File: config.mk
export PLATFORM = sky130hd
export DESIGN_NAME = fft_butterfly
export DESIGN_NICKNAME = d
export VERILOG_FILES = /design/src/rtl/fft_pkg.sv /design/src/rtl/fxp_mul.sv /design/src/rtl/fft_butterfly.sv
export SDC_FILE = /design/constraint.sdc
export NUM_CORES = 2
export LEC_CHECK = 0
export CORE_UTILIZATION = 30
export DETAILED_ROUTE_END_ITERATION = 16
export HOLD_SLACK_MARGIN = 0.08
export SKIP_CTS_REPAIR_TIMING = 1
export SLEW_MARGIN = 20
export SYNTH_ARGS = -nofsm -noshare
export SYNTH_HDL_FRONTEND = slang
export SYNTH_SLANG_ARGS = --single-unit
File: constraint.sdc
create_clock -name i_clk -period 6.79 [get_ports i_clk]
set_input_delay 1.0185 -clock i_clk [delete_from_list [all_inputs] [get_ports i_clk]]
set_output_delay 1.0185 -clock i_clk [all_outputs]
set_load 0.05 [all_outputs]
File: src/rtl/fft_pkg.sv
// Shared constants for the fixed-point radix-2 butterfly: default word format,
// FSM state encoding and saturation limits.
package fft_pkg;

    localparam int FFT_N = 16;
    localparam int FFT_Q = 8;

    typedef enum logic [1:0] {
        ST_IDLE = 2'd0,
        ST_MUL  = 2'd1,
        ST_ADD  = 2'd2,
        ST_OUT  = 2'd3
    } fft_state_t;

    function automatic longint sat_max_of(input int n);
        return (64'sd1 <<< (n - 1)) - 64'sd1;
    endfunction

    function automatic longint sat_min_of(input int n);
        return -(64'sd1 <<< (n - 1));
    endfunction

    localparam longint SAT_MAX = sat_max_of(FFT_N);
    localparam longint SAT_MIN = sat_min_of(FFT_N);

endpackage

File: src/rtl/fxp_mul.sv
// Signed fixed-point multiply: full 2N-bit product, arithmetic shift by Q,
// wrap to N bits (no saturation; rounds toward minus infinity).
module fxp_mul
    import fft_pkg::*;
#(
    parameter int N = FFT_N,
    parameter int Q = FFT_Q
) (
    input  logic signed [N-1:0] i_a,
    input  logic signed [N-1:0] i_b,
    output logic signed [N-1:0] o_p
);

    logic signed [2*N-1:0] full;

    assign full = i_a * i_b;
    assign o_p  = N'(full >>> Q);

endmodule

File: src/rtl/fft_butterfly.sv
// Radix-2 DIT butterfly X = A + B*W, Y = A - B*W, one operand set per four
// cycles through IDLE -> MUL -> ADD -> OUT with valid/ready on both sides.
module fft_butterfly
    import fft_pkg::*;
#(
    parameter int N = FFT_N,
    parameter int Q = FFT_Q
) (
    input  logic               i_clk,
    input  logic               i_rst,
    input  logic               i_valid,
    output logic               o_ready,
    input  logic signed [N-1:0] i_a_re,
    input  logic signed [N-1:0] i_a_im,
    input  logic signed [N-1:0] i_b_re,
    input  logic signed [N-1:0] i_b_im,
    input  logic signed [N-1:0] i_w_re,
    input  logic signed [N-1:0] i_w_im,
    output logic               o_valid,
    input  logic               i_ready,
    output logic signed [N-1:0] o_x_re,
    output logic signed [N-1:0] o_x_im,
    output logic signed [N-1:0] o_y_re,
    output logic signed [N-1:0] o_y_im,
    output fft_state_t         o_state
);

    // Handshake: a set moves on a rising edge where valid && ready are both 1.
    // o_ready is high only in IDLE, o_valid only in OUT; both are registered.

    localparam longint SAT_HI = (N == FFT_N) ? SAT_MAX : sat_max_of(N);
    localparam longint SAT_LO = (N == FFT_N) ? SAT_MIN : sat_min_of(N);
    localparam logic signed [N:0] HI_EXT = (N+1)'(SAT_HI);
    localparam logic signed [N:0] LO_EXT = (N+1)'(SAT_LO);

    fft_state_t state;

    logic signed [N-1:0] a_re_q, a_im_q, b_re_q, b_im_q, w_re_q, w_im_q;
    logic signed [N-1:0] prod_rr, prod_ii, prod_ri, prod_ir;
    logic signed [N-1:0] m_rr, m_ii, m_ri, m_ir;
    logic signed [N-1:0] p_re, p_im, x_re_d, x_im_d, y_re_d, y_im_d;

    function automatic logic signed [N-1:0] sat(input logic signed [N:0] s);
        if (s > HI_EXT)      return HI_EXT[N-1:0];
        else if (s < LO_EXT) return LO_EXT[N-1:0];
        else                 return s[N-1:0];
    endfunction

    function automatic logic signed [N-1:0] add_sat(input logic signed [N-1:0] a,
                                                    input logic signed [N-1:0] b);
        logic signed [N:0] s;
        s = $signed({a[N-1], a}) + $signed({b[N-1], b});
        return sat(s);
    endfunction

    function automatic logic signed [N-1:0] sub_sat(input logic signed [N-1:0] a,
                                                    input logic signed [N-1:0] b);
        logic signed [N:0] s;
        s = $signed({a[N-1], a}) - $signed({b[N-1], b});
        return sat(s);
    endfunction

    fxp_mul #(.N(N), .Q(Q)) u_mul_rr (.i_a(b_re_q), .i_b(w_re_q), .o_p(m_rr));
    fxp_mul #(.N(N), .Q(Q)) u_mul_ii (.i_a(b_im_q), .i_b(w_im_q), .o_p(m_ii));
    fxp_mul #(.N(N), .Q(Q)) u_mul_ri (.i_a(b_re_q), .i_b(w_im_q), .o_p(m_ri));
    fxp_mul #(.N(N), .Q(Q)) u_mul_ir (.i_a(b_im_q), .i_b(w_re_q), .o_p(m_ir));

    // B*W is saturated before it is added to or subtracted from A.
    always_comb begin
        p_re   = sub_sat(prod_rr, prod_ii);
        p_im   = add_sat(prod_ri, prod_ir);
        x_re_d = add_sat(a_re_q, p_re);
        x_im_d = add_sat(a_im_q, p_im);
        y_re_d = sub_sat(a_re_q, p_re);
        y_im_d = sub_sat(a_im_q, p_im);
    end

    always_ff @(posedge i_clk or posedge i_rst) begin
        if (i_rst) begin
            state   <= ST_IDLE;
            o_ready <= 1'b1;
            o_valid <= 1'b0;
            a_re_q  <= '0;
            a_im_q  <= '0;
            b_re_q  <= '0;
            b_im_q  <= '0;
            w_re_q  <= '0;
            w_im_q  <= '0;
            prod_rr <= '0;
            prod_ii <= '0;
            prod_ri <= '0;
            prod_ir <= '0;
            o_x_re  <= '0;
            o_x_im  <= '0;
            o_y_re  <= '0;
            o_y_im  <= '0;
        end else begin
            case (state)
                ST_IDLE: begin
                    if (i_valid) begin
                        a_re_q  <= i_a_re;
                        a_im_q  <= i_a_im;
                        b_re_q  <= i_b_re;
                        b_im_q  <= i_b_im;
                        w_re_q  <= i_w_re;
                        w_im_q  <= i_w_im;
                        o_ready <= 1'b0;
                        state   <= ST_MUL;
                    end
                end
                ST_MUL: begin
                    prod_rr <= m_rr;
                    prod_ii <= m_ii;
                    prod_ri <= m_ri;
                    prod_ir <= m_ir;
                    state   <= ST_ADD;
                end
                ST_ADD: begin
                    o_x_re  <= x_re_d;
                    o_x_im  <= x_im_d;
                    o_y_re  <= y_re_d;
                    o_y_im  <= y_im_d;
                    o_valid <= 1'b1;
                    state   <= ST_OUT;
                end
                ST_OUT: begin
                    if (i_ready) begin
                        o_valid <= 1'b0;
                        o_ready <= 1'b1;
                        state   <= ST_IDLE;
                    end
                end
                default: state <= ST_IDLE;
            endcase
        end
    end

    assign o_state = state;

endmodule

==> Implementation_results.wiki <==
{| class="wikitable"
! Metric !! Value
|-
| Initial antenna violation count || 7
|-
| Status || completed
|-
| Shortest clock period the worst path allows after layout || 6616 ps
|-
| Layout Skew || 37.53 ps
|-
| Gr ovfl total || 0
|-
| Final-report hold violation count || 0
|-
| Flip-flop and latch count after synthesis || 228
|-
| Maximum level of the CTS H-tree || 2
|-
| Cell type with the highest occurrence count on the critical path || sky130_fd_sc_hd__fa_1
|-
| Prevailing post-synth register cell || sky130_fd_sc_hd__dfrtp_1
|-
| Global placement routability congestion || 0.8598
|-
| WS Path Type || flip-flop to flip-flop
|-
| HPWL Detailed || 98.30 mm
|-
| Crit-path cells || buf_4 -> nand2_1 -> fa_1 -> inv_1 -> fa_1 -> inv_1 -> fa_1 -> inv_1 -> fa_1 -> inv_1 -> fa_1 -> inv_1 -> fa_1 -> ha_1 -> o21a_1 -> nor2_1 -> a21o_1 -> o31ai_1 -> a221o_1 -> and4_4 -> a2111oi_4 -> xnor2_1 -> mux2_2
|-
| Clock insertion delay at the later pin of the skew report || 600 ps
|-
| Initial cell density of the core || 30.21%
|-
| Pins Over Slew Limit || 0
|-
| Number of synthesis warnings || 0
|-
| Average via count per standard cell || 4.671
|-
| Beginning of the critical path || b_re_q[11]
|-
| Fin util || 34.16%
|-
| Die extent in x || 379.4 um
|-
| Setup TNS Final || 0 ps
|-
| Synth Instances || 4680
|-
| Number of iterations in the first detailed-routing pass || 5
|-
| Post-synthesis async set-or-reset flop share || 100.0%
|-
| Synth top area share || 35.15%
|-
| Final hold slack || 513.4 ps
|-
| Total Die Area || 143900 sq um
|-
| Maximum single-stage delay on the critical path || 700 ps
|-
| Top post-synthesis cells by area || sky130_fd_sc_hd__fa_1 (35%), sky130_fd_sc_hd__dfrtp_1 (13%), sky130_fd_sc_hd__ha_1 (11%), sky130_fd_sc_hd__inv_1 (8.7%), sky130_fd_sc_hd__and2_1 (5.2%)
|-
| Average size of a mapped cell || 9.128 sq um
|-
| Slew at the pin closest to its max-slew limit || 1037 ps
|-
| Synthesized Nets || 5910
|-
| Max clock buf depth || 3
|-
| Post-synth EDFFs || 0
|-
| Yosys cell types || 72
|-
| Core box area || 141400 sq um
|-
| WP data arrival || 7090 ps
|-
| Highest Clock Rate || 0.1511 GHz
|-
| Cell with the largest stage delay on the worst path || sky130_fd_sc_hd__dfrtp_1
|-
| Via count || 31.29k
|-
| Number of cells in the design after placement || 6637
|-
| Path type of the worst min-delay path || flip-flop to flip-flop
|-
| Clk pin slew, worst setup/hold paths || 60 ps
|-
| Largest net degree at the start of global routing || 120
|-
| Count of boundary I/O pins || 168
|-
| Share of the cycle needed by the critical path after routing || 97.44%
|-
| Number of global-route vias before repair || 33.11k
|-
| Sink Count || 228
|-
| Max FO, Critical Path || 9
|-
| Crit. End Element || flip-flop
|-
| Hold wc startpoint || o_x_im[7]
|-
| Headroom to the max-slew limit || 30.84%
|-
| Detail Route Antenna Nets || 0
|-
| Post-layout net count || 6013
|-
| Number of DRC violations after detailed routing || 0
|-
| Die height || 379.4 um
|-
| Ratio of cells with drive above 1 in the final layout || 7.820%
|-
| Setup repair after global routing missed its margin || yes
|-
| Share of the yosys chip area belonging to registers || 13.36%
|-
| Clock tree from TritonCTS || yes
|-
| Startpoint of the lowest-slack register-to-register path || b_re_q[11]
|-
| Area added between synthesis and finish || 13.09%
|-
| GRT Total Usage || 17.35%
|-
| CP Data Required Time || 7260 ps
|-
| Library cell occupying the most area in the post-synthesis netlist || sky130_fd_sc_hd__fa_1
|-
| Most instantiated library cell after synthesis || sky130_fd_sc_hd__inv_1
|-
| Total wire length || 120.6 mm
|-
| DRT iter0 DRCs || 2151
|-
| Layout Cells excl Fill || 6698
|-
| Number of max-capacitance violations reported || 0
|-
| Number of buffers inserted during clock tree synthesis || 34
|-
| Startpoint Class || flip-flop
|-
| Final setup violation count || 0
|-
| Top cells by instance count after synthesis || sky130_fd_sc_hd__inv_1 (989), sky130_fd_sc_hd__fa_1 (750), sky130_fd_sc_hd__nand2_1 (578)
|-
| Number of rows in the core area || 138
|-
| Total inserted antenna cells || 0
|-
| Buffers on Ports || 167
|-
| Cell area after synthesis || 42720 sq um
|-
| Wire per inst || 18.01 um
|-
| Wire length of the first global-routing pass || 192.4 mm
|-
| Clock tree root driver cell || sky130_fd_sc_hd__clkbuf_16
|-
| Filler Cells Inserted || 14.34k
|}
==> metrics by stage <==
stage / cell area, sq um / setup WS [ps]
2_1_floorplan: 42720 / 481.3
3_3_place_gp: 47140 / 335.2
3_5_place_dp: 47140 / 251.4
4_1_cts: 48300 / 234.8
5_1_grt: 48310 / -56.30
6_report: 48310 / 174.0
==> layer usage <==
layer  up-vias  share of wire [%]  global-route usage (%)
met2      1009                 42                   26.07
met5         -              0.032                       0
met4         6                2.7                   4.557
li1      14440                  -                       -
met1     15680                 47                   25.05
met3       161                7.6                   3.666
==> placed cells by master, fill, tap and decap left out, types with 8 or more instances in the layout <==
cell / Yosys / routed
sky130_fd_sc_hd__a211oi_1: 13 / 10
sky130_fd_sc_hd__a21o_1: 47 / 47
sky130_fd_sc_hd__a21oi_1: 173 / 173
sky130_fd_sc_hd__a31oi_1: 25 / 25
sky130_fd_sc_hd__and2_1: 353 / 353
sky130_fd_sc_hd__and3_1: 9 / 9
sky130_fd_sc_hd__buf_12: 0 / 11
sky130_fd_sc_hd__buf_4: 0 / 142
sky130_fd_sc_hd__clkbuf_16: 0 / 35
sky130_fd_sc_hd__clkdlybuf4s50_1: 0 / 167
sky130_fd_sc_hd__dfrtp_1: 227 / 224
sky130_fd_sc_hd__fa_1: 750 / 750
sky130_fd_sc_hd__ha_1: 380 / 378
sky130_fd_sc_hd__inv_1: 989 / 988
sky130_fd_sc_hd__mux2_2: 132 / 132
sky130_fd_sc_hd__mux2i_1: 11 / 11
sky130_fd_sc_hd__nand2_1: 578 / 577
sky130_fd_sc_hd__nand2b_1: 58 / 58
sky130_fd_sc_hd__nand3_1: 17 / 17
sky130_fd_sc_hd__nor2_1: 90 / 90
sky130_fd_sc_hd__nor2b_1: 19 / 19
sky130_fd_sc_hd__nor3_1: 33 / 33
sky130_fd_sc_hd__nor4_1: 10 / 10
sky130_fd_sc_hd__o21a_1: 14 / 14
sky130_fd_sc_hd__o21ai_0: 99 / 99
sky130_fd_sc_hd__o21bai_1: 14 / 14
sky130_fd_sc_hd__o22ai_1: 56 / 56
sky130_fd_sc_hd__o31ai_1: 8 / 8
sky130_fd_sc_hd__or3_1: 11 / 11
sky130_fd_sc_hd__xnor2_1: 171 / 171
sky130_fd_sc_hd__xor2_1: 52 / 52
==> area by class of cell <==
cell class / instances / area, sq um / share of cell area, %
Multi-Input combinational cell: 3209 / 32390 / 67.05
Sequential cell: 228 / 5710 / 11.82
Timing Repair Buffer: 321 / 2969 / 6.146
Inverter: 989 / 3716 / 7.692
Clock buffer: 41 / 958.4 / 1.984
Tap cell: 1890 / 2365 / 4.895
Clock inverter: 20 / 201.4 / 0.4170
==> logic make-up (layout without fill, tap and decap cells) <==
group / after synthesis / after routing / share of synthesized area, %
buf+inv: 1243 / 1371 / 10.95
compound gates: 508 / 508 / 7.416
simple gates: 1202 / 1202 / 13.62
xor+xnor: 223 / 223 / 4.572
fa+ha+maj: 1133 / 1133 / 46.35
mux: 143 / 143 / 3.737
flops: 228 / 228 / 13.36
==> worst paths after layout <==
path,to,slack [ps],cells after the start
setup / recovery,prod_ri[14],170,23
hold / removal,o_x_im[7],510,1
setup reg to reg,prod_ri[14],170,23
hold reg to reg,o_x_im[7],510,1
max in group asynchronous,b_re_q[8],4610,3
min in group asynchronous,prod_ii[3],950,2
==> worst max-delay path, delay by kind of cell (launching register included) <==
family	cells	cell delay [ps]
muxes	1	270
buffers and inverters	6	530
and+or+nand+nor	3	450
adders and majority gates	7	3310
AOI/OAI and AO/OA	5	1130
xor gates and xnor gates	1	100
DFF	1	700
Power is left out: the tool's default activity adds up to more than one toggle a clock period on the data nets, which glitch-free logic cannot reach.
